[src/rtl/dm_arb_pkg.sv]
// Shared types and constants for the two-port data-memory arbiter.
// The optional grant counters are enabled with DM_ARB_PERF_EN.
package dm_arb_pkg;

  typedef enum logic [1:0] {
    ST_IDLE   = 2'd0,
    ST_ACCESS = 2'd1,
    ST_WAIT   = 2'd2,
    ST_DONE   = 2'd3
  } state_t;

  localparam logic REQ_CPU = 1'b0;
  localparam logic REQ_LDR = 1'b1;

  // Wide enough for RD_LAT-1 with RD_LAT up to 7.
  localparam int CNT_W = 3;

  function automatic logic [1:0] id_to_onehot(input logic id);
    return (id == REQ_LDR) ? 2'b10 : 2'b01;
  endfunction

endpackage

[src/rtl/dm_arb_rr_pick.sv]
// Two-way round-robin pick: the sole requester wins, otherwise the one
// that was not served last.
module dm_arb_rr_pick
  import dm_arb_pkg::*;
(
  input  logic [1:0] i_req,
  input  logic       i_last,
  output logic [1:0] o_winner
);

  always_comb begin
    // NOTE: default assignment first so no path through the case infers a latch.
    o_winner = 2'b00;
    case (i_req)
      2'b01:   o_winner = 2'b01;
      2'b10:   o_winner = 2'b10;
      2'b11:   o_winner = (i_last == REQ_CPU) ? 2'b10 : 2'b01;
      default: o_winner = 2'b00;
    endcase
  end

endmodule

[src/rtl/dm_arbiter.sv]
// Round-robin arbiter giving a CPU path and a loader/debug port turns at a
// single-port data memory. Define DM_ARB_PERF_EN to add per-requester grant counters.
module dm_arbiter
  import dm_arb_pkg::*;
#(
  parameter int AW     = 32,
  parameter int DW     = 32,
  parameter int RD_LAT = 1
) (
  input  logic          clk_in,
  input  logic          reset,
  input  logic [1:0]    req,
  input  logic [1:0]    we,
  input  logic [AW-1:0] addr0,
  input  logic [AW-1:0] addr1,
  input  logic [DW-1:0] wdata0,
  input  logic [DW-1:0] wdata1,
  output logic [1:0]    gnt,
  output logic [1:0]    done,
  output logic [DW-1:0] rdata,
  output logic          DM_CS,
  output logic          DM_R,
  output logic          DM_W,
  output logic [AW-1:0] dm_addr,
  output logic [DW-1:0] dm_wdata,
  input  logic [DW-1:0] dm_rdata
`ifdef DM_ARB_PERF_EN
  ,
  output logic [15:0]   perf_grant0,
  output logic [15:0]   perf_grant1
`endif
);

  localparam logic [CNT_W-1:0] LP_CNT_INIT = CNT_W'(RD_LAT - 1);

  state_t           r_state;
  logic             r_owner;
  logic             r_we;
  logic             r_last;
  logic [CNT_W-1:0] r_cnt;
  logic [AW-1:0]    r_addr;
  logic [DW-1:0]    r_wdata;
  logic [DW-1:0]    r_rdata;
  logic [1:0]       r_done;
  logic             r_cs;
  logic             r_rd;
  logic             r_wr;

  logic [1:0]       w_pick;
  logic             w_sel;
  logic             w_sel_we;

  dm_arb_rr_pick u_pick (
    .i_req    (req),
    .i_last   (r_last),
    .o_winner (w_pick)
  );

  assign w_sel    = w_pick[1];
  assign w_sel_we = we[w_sel];

  // Reset is folded in so no grant is offered while the arbiter is held in reset.
  assign gnt      = (r_state == ST_IDLE && reset) ? w_pick : 2'b00;
  assign done     = r_done;
  assign rdata    = r_rdata;
  assign DM_CS    = r_cs;
  assign DM_R     = r_rd;
  assign DM_W     = r_wr;
  assign dm_addr  = r_addr;
  assign dm_wdata = r_wdata;

  // NOTE: all state below uses non-blocking assignments so every register
  // samples values from before the edge.
  always_ff @(posedge clk_in or negedge reset) begin
    if (!reset) begin
      r_state <= ST_IDLE;
      r_owner <= REQ_CPU;
      r_we    <= 1'b0;
      r_last  <= REQ_LDR;
      r_cnt   <= '0;
      r_addr  <= '0;
      r_wdata <= '0;
      r_rdata <= '0;
      r_done  <= 2'b00;
      r_cs    <= 1'b0;
      r_rd    <= 1'b0;
      r_wr    <= 1'b0;
    end else begin
      r_done <= 2'b00;
      case (r_state)
        ST_IDLE: begin
          if (|w_pick) begin
            r_owner <= w_sel;
            r_we    <= w_sel_we;
            r_addr  <= w_sel ? addr1 : addr0;
            r_wdata <= w_sel ? wdata1 : wdata0;
            r_cs    <= 1'b1;
            r_wr    <= w_sel_we;
            r_rd    <= ~w_sel_we;
            r_state <= ST_ACCESS;
          end
        end
        ST_ACCESS: begin
          if (r_we) begin
            r_cs    <= 1'b0;
            r_wr    <= 1'b0;
            r_rd    <= 1'b0;
            r_done  <= id_to_onehot(r_owner);
            r_state <= ST_DONE;
          end else begin
            r_cnt   <= LP_CNT_INIT;
            r_state <= ST_WAIT;
          end
        end
        ST_WAIT: begin
          if (r_cnt == '0) begin
            r_rdata <= dm_rdata;
            r_cs    <= 1'b0;
            r_rd    <= 1'b0;
            r_done  <= id_to_onehot(r_owner);
            r_state <= ST_DONE;
          end else begin
            r_cnt <= r_cnt - 1'b1;
          end
        end
        ST_DONE: begin
          r_last  <= r_owner;
          r_state <= ST_IDLE;
        end
        default: r_state <= ST_IDLE;
      endcase
    end
  end

`ifdef DM_ARB_PERF_EN
  logic [15:0] r_perf0;
  logic [15:0] r_perf1;

  assign perf_grant0 = r_perf0;
  assign perf_grant1 = r_perf1;

  // Saturating: counters stick at all-ones instead of wrapping.
  always_ff @(posedge clk_in or negedge reset) begin
    if (!reset) begin
      r_perf0 <= '0;
      r_perf1 <= '0;
    end else if (r_state == ST_IDLE) begin
      if (w_pick[0] && r_perf0 != 16'hFFFF) r_perf0 <= r_perf0 + 16'd1;
      if (w_pick[1] && r_perf1 != 16'hFFFF) r_perf1 <= r_perf1 + 16'd1;
    end
  end
`endif

endmodule

[config.mk]
export PLATFORM = sky130hd
export DESIGN_NAME = dm_arbiter
export DESIGN_NICKNAME = d
export VERILOG_FILES = /design/src/rtl/dm_arb_pkg.sv /design/src/rtl/dm_arb_rr_pick.sv /design/src/rtl/dm_arbiter.sv
export SDC_FILE = /design/constraint.sdc
export NUM_CORES = 1
export LEC_CHECK = 0
export ABC_AREA = 1
export BUFFER_PORTS_ARGS = -buffer_cell sky130_fd_sc_hd__buf_2
export CORE_ASPECT_RATIO = 0.7
export CORE_MARGIN = 2
export CORE_UTILIZATION = 41
export DETAILED_ROUTE_END_ITERATION = 6
export PLACE_DENSITY = 0.77
export SYNTH_ARGS = -nofsm -noshare
export SYNTH_HDL_FRONTEND = slang
export SYNTH_HIERARCHICAL = 1
export SYNTH_SLANG_ARGS = --single-unit
export TNS_END_PERCENT = 30
[constraint.sdc]
create_clock -name clk_in -period 1.5 [get_ports clk_in]
set_input_delay 0.3 -clock clk_in [delete_from_list [all_inputs] [get_ports clk_in]]
set_output_delay 0.3 -clock clk_in [all_outputs]
set_load 0.03 [all_outputs]
==> qor.txt <==
status: complete, but fails checks
failing checks: negative hold slack, negative setup slack
Core Box Area: 11700 um2
clock power share: 0.128
initial antenna violation count: 1
cell-by-cell trace of the critical path: nand3_2 -> nand2_2 -> inv_2 -> nor3_4 -> buf_6
synth unique cells: 16
Hold WC Path Type: in2async
slowest CP cell: dfstp_2
CTS Buffer Depth: 2
CP arrival: 1.39 ns
Startpoint Class: flip-flop
CTS Buf Count: 9
WL/cell: 15.3 um
Max Slew Vio Count: 0
port bufs: 268
mean area per synthesized cell: 8.42 um2
pwr dens: 2320 nW/um2
CP top delay family: flip-flops
setup ws final: -0.185 ns
drt pass-1 iters: 5
required time of the critical path: 1.20 ns
clock sink count: 109
Vias: 5029
Post-Syn Nets: 758
Remaining DRCs: 0
Flop pwr share: 0.300
worst r2r src: r_last$_DFFE_PN1N_
RSZ-0062 raised after global routing: true
FF-to-FF End: dm_addr[22]$_DFFE_PN0P_
Core Rows: 33
initial core utilization: 0.421
Cell Area, Synth: 4930 um2
combinational share of power: 0.572
Relative slew margins: 0.575
Critical Path Fanout Max: 3
Worst path max stage delay: 0.57 ns
largest net degree at the start of global routing: 110
WHS: -0.00957 ns
area delta synth->final: 52.8%
VDD IR-drop max: 0.00141 V
Congestion Overflow GR: 0
global-route wire length before repair: 22.3 mm
Final min period: 1.69 ns
Cell Area, Placed: 6510 um2
layout cells sized above 1: 0.450
GRT Util Overall: 0.223
Final Hold Violating Endpoints: 3
Psw: 0.00835 W
TritonCTS clock tree: built
Synth Instances: 586
max frequency: 0.593 GHz
die area: 12900 um2
violation count after the first detailed-route iteration: 243
Seq/Total Area, Yosys: 0.553
Worst Max-Slew Pin Slew: 0.638 ns
CTS clk-pin slew, worst paths: 0.07 ns
Syn. warnings: 6
num ports: 269
Layout Nets: 1035
Leakage: 4.07 nW
DP Wirelength: 10.3 mm
hold buffers post-CTS: 0
reg-to-reg setup timing slack: -0.13 ns
Routed Antenna Nets: 0
number of global-route vias before repair: 4517
root buf cell: clkbuf_16
Switching Share: 0.478
fin crit share: 1.12
CP endpoint kind: output port
Die X: 135 um
# placed instances: 991
worst-skew pair later-pin latency: 0.34 ns
Vias/cell: 4.90
Setup violations, final: 71
worst r2r path cells: 9
FF+latch count, synth: 109
Setup Crit Path Kind: reg2out
Int Pwr: 0.00912 W
max_cap viols: 0
Final Routed Wirelength: 15.7 mm
Non-Filler Instances: 1026
crit path from: r_last$_DFFE_PN1N_
Worst Skew: 0.00650 ns
post-route cell area: 7540 um2
RePlAce Congestion: 0.881
die height: 95.8 um
H-Tree Depth: 3
Worst Path Buf+Inv: 2
worst register-to-register path: cells and delay by family, from the launching register on:
| kind | cells | cell delay [ns] |
|---|---|---|
| buffers and inverters | 4 | 0.53 |
| and+or+nand+nor | 3 | 0.25 |
| AOI/OAI and AO/OA | 2 | 0.16 |
| DFF | 1 | 0.57 |
cell families after synthesis:
logic type,synth area share
compound gates,0.143
fa+ha+maj,0.0152
buf+inv,0.0751
flops,0.553
simple gates,0.214
synthesized netlist by cell type:
cell type	number	share of area
a21oi_1	2	0.0020
nor2_1	138	0.11
clkbuf_1	8	0.0061
inv_1	49	0.037
buf_4	7	0.011
ha_1	6	0.015
nand2_1	132	0.10
o31ai_1	64	0.097
o21ai_2	1	0.0018
inv_2	1	0.00076
o21ai_0	41	0.042
nand3_1	6	0.0061
buf_2	20	0.020
dfstp_2	1	0.0053
nor3_1	2	0.0020
dfrtp_1	108	0.55
through the flow:
step                      worst slack (ns)   util    TNS, ns  total power [W]
final                               -0.185  0.643      -3.93           0.0175
after detailed placement           -0.0779  0.555     -0.372           0.0134
after floorplan                   -0.00378      -   -0.00378           0.0107
after global placement           -0.000821  0.555  -0.000821           0.0132
after CTS                           -0.222  0.594      -3.99           0.0161
after global routing                -0.253  0.643     -10.27           0.0185
cells in the final DEF, fill, tap and decap left out, types with 3 or more instances in the layout:
cell and instances:
buf_12 10, buf_6 6, o31ai_2 34, o31ai_1 16, inv_2 4, inv_1 43
nand2_2 10, o21ai_0 38, nand2_1 121, nand3_1 4, nor2_1 138, buf_2 265
clkbuf_16 11, dfrtp_1 108, buf_4 15, o31ai_4 14, ha_1 4, clkinv_4 3
routing by layer:
layer	vias to the layer above	track usage	wire [um]	share of wire
met5	-	0	0	0
met4	0	0.0599	199	0.013
met3	17	0.0621	1180	0.075
met2	221	0.368	7620	0.48
met1	2362	0.293	6720	0.43
li1	2429	-	-	-
power by group through the flow:
stage	Combinational, W	Sequential, W	Clock, W
finish	0.00999	0.00523	0.00224
global route	0.0108	0.00538	0.00241
CTS	0.00866	0.00518	0.00229
detailed placement	0.00822	0.00518	0
global placement	0.00804	0.00519	0
floorplan	0.00296	0.00779	0
timing repair:
action,4_1_cts,5_1_grt
cloned,2,4
pin swaps,4,2
setup endpoints to repair,13,98
gates resized for setup,25,90
setup buffers,4,9
sequential cells by signal (all words and copies together), names as in the netlist:
name      flops
dm_addr      32
dm_wdata     32
rdata        32
r_cnt         3
done          2
r_state       2
DM_CS         1
DM_R          1
DM_W          1
r_last        1
r_owner       1
r_we          1
worst max path at each step:
stage	endpoint	slack, ns	cells after the start
after global placement	DM_W$_DFFE_PN0P_	-0.0008	7
final	gnt[0]	-0.19	5
after CTS	gnt[0]	-0.22	5
after floorplan	gnt[0]	-0.004	4
after global routing	gnt[0]	-0.25	5
after detailed placement	dm_addr[17]$_DFFE_PN0P_	-0.08	5
final cells by class:
type,instances,area [um2]
multi-input cells,392,2320
well taps,157,196
flip-flops and latches,109,2730
diodes,1,2.50
fillers,984,4190
clock inverters,4,33.8
clock buffers,12,246
inverters,50,198
repair buffers,301,1810
Note: power is estimated with default switching activity, not from simulation.
